`src/rtl/sr_bank_pkg.sv`:
```
// Shared op encodings and FSM state type for the SR-controlled bit bank arbiter.
package sr_bank_pkg;

  localparam logic [1:0] OP_HOLD = 2'b00;
  localparam logic [1:0] OP_SET  = 2'b01;
  localparam logic [1:0] OP_RST  = 2'b10;
  localparam logic [1:0] OP_INV  = 2'b11;

  typedef enum logic [1:0] {
    ST_IDLE  = 2'b00,
    ST_APPLY = 2'b01,
    ST_DONE  = 2'b10
  } state_t;

endpackage

```
`src/rtl/sr2t_bit.sv`:
```
// One storage bit: a T flip-flop fed through SR-to-T conversion, active only when en=1.
module sr2t_bit
  import sr_bank_pkg::*;
(
  input  logic clk,
  input  logic rst,
  input  logic en,
  input  logic s,
  input  logic r,
  output logic q
);

  logic q_r;
  logic t_s;

  // SR-to-T conversion; S and R together is the invalid op and holds the bit
  always_comb begin
    t_s = 1'b0;
    if (en && ({r, s} != OP_INV)) begin
      t_s = (s & ~q_r) | (r & q_r);
    end else begin
      t_s = 1'b0;
    end
  end

  // T flip-flop state
  always_ff @(posedge clk or posedge rst) begin
    if (rst) begin
      q_r <= 1'b0;
    end else begin
      q_r <= q_r ^ t_s;
    end
  end

  assign q = q_r;

endmodule

```
`src/rtl/sr_bank_arbiter.sv`:
```
// Round-robin arbiter sharing a bank of N SR-controlled bits between two requesters;
// a 3-state FSM latches a command, applies it, then pulses done for one cycle.
module sr_bank_arbiter
  import sr_bank_pkg::*;
#(
  parameter int N    = 8,
  parameter int IDXW = 3
) (
  input  logic            clk,
  input  logic            rst,
  input  logic            req0_valid,
  input  logic [1:0]      req0_op,
  input  logic [IDXW-1:0] req0_idx,
  output logic            req0_ready,
  input  logic            req1_valid,
  input  logic [1:0]      req1_op,
  input  logic [IDXW-1:0] req1_idx,
  output logic            req1_ready,
  output logic [N-1:0]    q,
  output logic            done,
  output logic            done_src,
  output logic            done_changed,
  output logic            done_err
);

  state_t          state_r, state_s;
  logic            rr_ptr_r;
  logic [1:0]      op_r;
  logic [IDXW-1:0] idx_r;
  logic            src_r;
  logic            win_s;
  logic            any_s;
  logic [N-1:0]    en_s;
  logic [N-1:0]    q_s;
  logic            cur_bit_s;
  logic            in_range_s;
  logic            changed_s;
  logic            done_r, done_src_r, done_changed_r, done_err_r;

  assign any_s = req0_valid | req1_valid;
  // A lone requester always wins; rr_ptr only breaks ties
  assign win_s = (req0_valid && req1_valid) ? rr_ptr_r : req1_valid;

  // Next-state and combinational grant
  always_comb begin
    state_s    = state_r;
    req0_ready = 1'b0;
    req1_ready = 1'b0;
    case (state_r)
      ST_IDLE: begin
        if (any_s) begin
          state_s    = ST_APPLY;
          req0_ready = ~win_s;
          req1_ready = win_s;
        end else begin
          state_s    = ST_IDLE;
        end
      end
      ST_APPLY: state_s = ST_DONE;
      ST_DONE:  state_s = ST_IDLE;
      default:  state_s = ST_IDLE;
    endcase
  end

  // FSM state register
  always_ff @(posedge clk or posedge rst) begin
    if (rst) begin
      state_r <= ST_IDLE;
    end else begin
      state_r <= state_s;
    end
  end

  // Command latch and round-robin pointer update on grant
  always_ff @(posedge clk or posedge rst) begin
    if (rst) begin
      op_r     <= OP_HOLD;
      idx_r    <= {IDXW{1'b0}};
      src_r    <= 1'b0;
      rr_ptr_r <= 1'b0;
    end else if ((state_r == ST_IDLE) && any_s) begin
      op_r     <= win_s ? req1_op  : req0_op;
      idx_r    <= win_s ? req1_idx : req0_idx;
      src_r    <= win_s;
      rr_ptr_r <= ~win_s;
    end
  end

  // Bit select and one-hot enable decode of the latched index
  always_comb begin
    in_range_s = (32'(idx_r) < 32'(N));
    cur_bit_s  = 1'b0;
    en_s       = {N{1'b0}};
    for (int i = 0; i < N; i++) begin
      cur_bit_s = (idx_r == IDXW'(i)) ? q_s[i] : cur_bit_s;
      en_s[i]   = (state_r == ST_APPLY) && (idx_r == IDXW'(i));
    end
    changed_s = in_range_s && (op_r != OP_INV) &&
                ((op_r[0] & ~cur_bit_s) | (op_r[1] & cur_bit_s));
  end

  for (genvar g = 0; g < N; g++) begin : g_bit
    sr2t_bit u_bit (
      .clk (clk),
      .rst (rst),
      .en  (en_s[g]),
      .s   (op_r[0]),
      .r   (op_r[1]),
      .q   (q_s[g])
    );
  end

  // Completion flags registered at the end of APPLY so they are valid only in DONE
  always_ff @(posedge clk or posedge rst) begin
    if (rst) begin
      done_r         <= 1'b0;
      done_src_r     <= 1'b0;
      done_changed_r <= 1'b0;
      done_err_r     <= 1'b0;
    end else if (state_r == ST_APPLY) begin
      done_r         <= 1'b1;
      done_src_r     <= src_r;
      done_changed_r <= changed_s;
      done_err_r     <= ~in_range_s;
    end else begin
      done_r         <= 1'b0;
      done_src_r     <= 1'b0;
      done_changed_r <= 1'b0;
      done_err_r     <= 1'b0;
    end
  end

  assign q            = q_s;
  assign done         = done_r;
  assign done_src     = done_src_r;
  assign done_changed = done_changed_r;
  assign done_err     = done_err_r;

endmodule

```
`config.mk`:
```
export PLATFORM = sky130hd
export DESIGN_NAME = sr_bank_arbiter
export DESIGN_NICKNAME = d
export VERILOG_FILES = /design/src/rtl/sr_bank_pkg.sv /design/src/rtl/sr2t_bit.sv /design/src/rtl/sr_bank_arbiter.sv
export SDC_FILE = /design/constraint.sdc
export NUM_CORES = 1
export LEC_CHECK = 0
export ABC_AREA = 1
export BUFFER_PORTS_ARGS = -buffer_cell sky130_fd_sc_hd__clkbuf_2
export CAP_MARGIN = 10
export CORE_MARGIN = 8
export CORE_UTILIZATION = 40
export CTS_CLUSTER_DIAMETER = 100
export DETAILED_ROUTE_END_ITERATION = 10
export MAX_ROUTING_LAYER = met4
export SYNTH_ARGS = -nofsm -noshare
export SYNTH_HDL_FRONTEND = slang
export SYNTH_SLANG_ARGS = --single-unit
```
`constraint.sdc`:
```
create_clock -name clk -period 1.79 [get_ports clk]
set_input_delay 0.0895 -clock clk [delete_from_list [all_inputs] [get_ports clk]]
set_output_delay 0.0895 -clock clk [all_outputs]
set_load 0.03 [all_outputs]
```
# After elaboration in Yosys (flattened, before gate mapping)

Cells that the tools add are included.

$add $sub $neg: 0
$mul: 0
Div/mod/pow operators: 0
$lt $le $gt $ge: 0
Equality and inequality tests: 9
Shift operators: 0
Mux-type cells: 28
Bitwise gates (word level): 46
Reduce and logical (&&, ||, !) cells: 21

Operators by type and width:

| operator                                      | number |
|---|---|
| two-way mux 1 bit                             | 25 |
| logical AND 1 bit                             | 19 |
| AND 1 bit                                     | 18 |
| == test 3 bit, second input constant          | 4 |
| NOT 1 bit                                     | 10 |
| OR 1 bit                                      | 10 |
| bitwise XOR 1 bit                             | 8 |
| == test 3 x 2 -> 1 bit, second input constant | 2 |
| one-hot mux 2 bit (2 select lines)            | 1 |
| == test 3 x 1 -> 1 bit, second input constant | 1 |
| logical NOT 3 bit                             | 1 |
| two-way mux 3 bit                             | 1 |
| == test 2 x 1 -> 1 bit, second input constant | 1 |
| logical NOT 2 bit                             | 1 |
| two-way mux 2 bit                             | 1 |
| inequality test 2 bit, second input constant  | 1 |

Bits in registers: 20
Bits in latches: 0
RAM bits: 0
Bits in read-only memories: 0
Bits of input ports: 14
Memories kept: 0

# Longest topological paths before layout

Word-level depth: 14
Depth in mapped cells: 9
Gate-level depth less buffers: 9

# By module

A second synthesis with hierarchy kept.

Cells, all modules: 174
Area, all modules: 1192.4 µm²

By module, submodules not included:

| module          | instances | cells an instance | area an instance (µm²) |
|---|---|---|---|
| sr_bank_arbiter | 1         | 86                | 671.9 |
| sr2t_bit        | 8         | 11                | 65.1 |

# Worst setup path before layout

No wires, ideal clock.

Kind: register -> register
Start: register, netlist name done
End: register rr_ptr_r
Library setup time: 78 ps
Data arrival time: 1390 ps
Required time: 1712 ps
Setup slack: 322 ps
Cell stages (with the launch flop): 5
Path buffers: 0
Period minus slack after synthesis: 1468 ps
Cell sequence: dfrtp_1 -> nor2_1 -> o21ai_0 -> nor2_1 -> o21bai_1

RTL lines:

| element                | line                  | RTL |
|---|---|---|
| end signal: assignment | sr_bank_arbiter.sv:85 | `rr_ptr_r <= ~win_s;` |
| end: declaration       | sr_bank_arbiter.sv:27 | `logic rr_ptr_r;` |

# Worst setup path in the final report

Start: register rr_ptr_r
End: output req0_ready

Cells in the longest elaborated chain, start to end: 4

Ends and longest elaborated chain:

| element           | line                  | RTL |
|---|---|---|
| two-way mux 1 bit | sr_bank_arbiter.sv:42 | `assign win_s = (req0_valid && req1_valid) ? rr_ptr_r : req1_valid;` |
| NOT 1 bit         | sr_bank_arbiter.sv:53 | `req0_ready = ~win_s;` |
| two-way mux 1 bit | sr_bank_arbiter.sv:51 | `if (any_s) begin` |
| two-way mux 1 bit | sr_bank_arbiter.sv:49 | `case (state_r)` |
| end: declaration  | sr_bank_arbiter.sv:14 | `output logic req0_ready,` |

No other way between the ends.

==> run_results.csv <==
group,metric,value,unit
timing,min_period,1.50,ns
yosys,synth_cells,119,
global_route,grt_max_degree,20,
timing,rsz0062_at_grt,"no",
die,die_y,66.0,microns
die,io_pins,28,
timing,fin_crit_sh,83.6,%
drt,drt_iter0_drc,36,
run_status,status,"complete, no violations",
worst_setup_path,crit_fanout,7,
clock_network,cts_max_path_buffers,2,
final_layout,layout_commonest_cell,"clkbuf_2",
placement,dp_hpwl,1640,microns
yosys,synth_cell_types,22,
global_route,grt_use_total,11.3,%
timing,relSlewSlack,53.1,%
clock_network,h-tree-depth,1,
clock_network,clk-insertion-delay-late,0.29,ns
worst_setup_path,cp-end-kind,"output port",
drt,num_vias,853,
drt,wl_per_cell,12.4,microns
worst_setup_path,crit_required,1.70,ns
clock_network,clock-sinks,19,
clock_network,path_clk_slew,0.10,ns
global_route,grt_pass1_wl,3800,microns
worst_setup_path,path_class,"flop to output port",
final_layout,drive_above_1_share,26.4,%
final_layout,utilization,46.5,%
timing,finalHoldViolations,0,
final_layout,mostFrequentLayoutCells,"clkbuf_2, dfrtp_1, nor2_1",
timing,maxSlewViolCount,0,
drt,drt_first_pass_iters,4,
clock_network,cts-buffers-inserted,3,
yosys,synth_area,998,sq um
placement,gp_congestion,0.848,
final_layout,syn_to_final_growth,13.2,%
placement,place.port_buffers,26,
yosys,synth.net_count,133,
timing,fmax,669,MHz
worst_setup_path,start_kind,"flop",
global_route,overflow,0,
yosys,yosysWarnings,0,
global_route,grt_antenna_before_repair,0,
timing,final-setup-viol-count,0,
clock_network,cts_tree,"yes",
drt,avgViaCountPerCell,5.02,
clock_network,clockRootBuffer,"clkbuf_4",
yosys,yosysSeqAreaShare,47.6,%
drt,detail-route-antenna-nets,0,
power_and_ir_drop,powerDensity,1820,nW/um^2
drt,wl,2110,microns
power_and_ir_drop,leakagePower,0.567,nW
die,start_util,41.0,%
worst_setup_path,crit_arrival,1.41,ns
timing,skew,0.00536,ns
yosys,avgSynthCellArea,8.39,sq um
drt,drcViolationCount,0,
final_layout,fin_nets,155,
worst_setup_path,path_cells,"inv_1, nand2_1, nand2_1, inv_1, nor2_1, clkbuf_2",
hold_path,hp-class,"primary input to flop",
die,die-area,4350,sq um
final_layout,antennaDiodeCount,0,
die,fp.dieW,66.0,microns
timing,finalSetupTns,0,ns
global_route,grt_pass1_vias,880,
final_layout,fillCellCount,257,
die,rows,18,
die,core_region_area,2430,sq um
worst_setup_path,critPathMaxStageDelay,0.38,ns
worst_setup_path,crit_slowest_cell,"dfrtp_1",
flow_run,drv_cap,0,
power_and_ir_drop,ir_worst_vdd,0.915,mV
yosys,synth_seq_cells,19,
timing,tightestPinTransition,0.702,ns
clock_network,cts_setup_buffers,0,
final_layout,largest_reg_flops,8,
==> final cells by class <==
type,instances,area (sq um),share of cell area (%)
Sequential cell,19,475,42.1
Multi-Input combinational cell,73,387,34.2
Timing Repair Buffer,27,140,12.4
Inverter,17,63.8,5.65
Tap cell,30,37.5,3.32
Clock buffer,4,26.3,2.33
==> worst paths after layout <==
check	start	slack, ns	endpoint	depth (start not counted)
max	rr_ptr_r$_DFFE_PP0P_	0.29	req0_ready	6
min	req1_op[0]	0.06	op_r[0]$_DFFE_PP0P_	3
max reg2reg	idx_r[0]$_DFFE_PP0P_	0.38	done_changed$_DFF_PP0_	7
min reg2reg	op_r[1]$_DFFE_PP0P_	0.51	g_bit[1].u_bit.q$_DFF_PP0_	1
max in group asynchronous	rst	0.92	op_r[0]$_DFFE_PP0P_	3
min in group asynchronous	rst	0.42	g_bit[6].u_bit.q$_DFF_PP0_	3
==> metrics by stage <==
stage          std cells  worst slack (ns)  area (sq um)  hold WS, ns  total power, mW
5_1_grt              170             0.112          1130       0.0786             2.25
6_report             170             0.294          1130       0.0615             2.06
3_3_place_gp         165             0.409          1090        0.223             1.84
2_1_floorplan        119             0.322           998       0.0406             1.69
4_1_cts              170             0.273          1130       0.0525             2.09
3_5_place_dp         165             0.391          1090        0.232             1.86
==> power by group <==
part / switching [mW] / internal [mW] / leakage (nW) / total (mW)
clock: 0.131 / 0.0866 / 0.0150 / 0.218
sequential: 0.172 / 0.616 / 0.240 / 0.788
combinational: 0.743 / 0.310 / 0.312 / 1.05
total: 1.05 / 1.01 / 0.567 / 2.06
==> cell families (layout without fill, tap and decap cells) <==
family	count (synthesis)	in the layout	share of synthesized area, %
DFF	19	19	47.6
buffers and inverters	27	48	13.7
other	1	1	0.376
AOI/OAI and AO/OA	27	27	15.9
and+or+nand+nor	45	45	22.4
==> critical path, delay by kind of cell, from the launching register on <==
kind          cells  cell delay, ns
flops             1            0.38
simple gates      3            0.34
buf+inv           3            0.41
==> metal layers <==
| metal | vias up | share of wire, % | global-route usage, % |
|---|---|---|---|
| met3 | 2 | 6.6 | 2.71 |
| met2 | 33 | 42 | 16.6 |
| li1 | 438 | - | - |
| met1 | 380 | 51 | 14.4 |
| met4 | 0 | 0.80 | 4.80 |
| met5 | - | 0 | - |
==> Yosys cell counts, drive strengths merged <==
cell     n  area share, %
dfrtp   19             48
nor2    19            7.9
inv     17            6.4
buf     10            7.3
a21oi    9            4.5
nand2    9            3.4
nand3    7            3.5
o21ai    7            3.5
o22ai    5            3.1
nand4    4            2.5
nor4     3            1.9
a32oi    2            1.8
nor3     2            2.6
o21bai   2            1.5
a22oi    1           0.75
conb     1           0.38
o31ai    1           0.75
or2      1           0.63
==> what timing repair did <==
action	in CTS	in global routing
hold buffers	1	0
resized for setup	0	0
hold endpoints to repair	19	0
No activity file was read; power rests on OpenSTA's default activity.
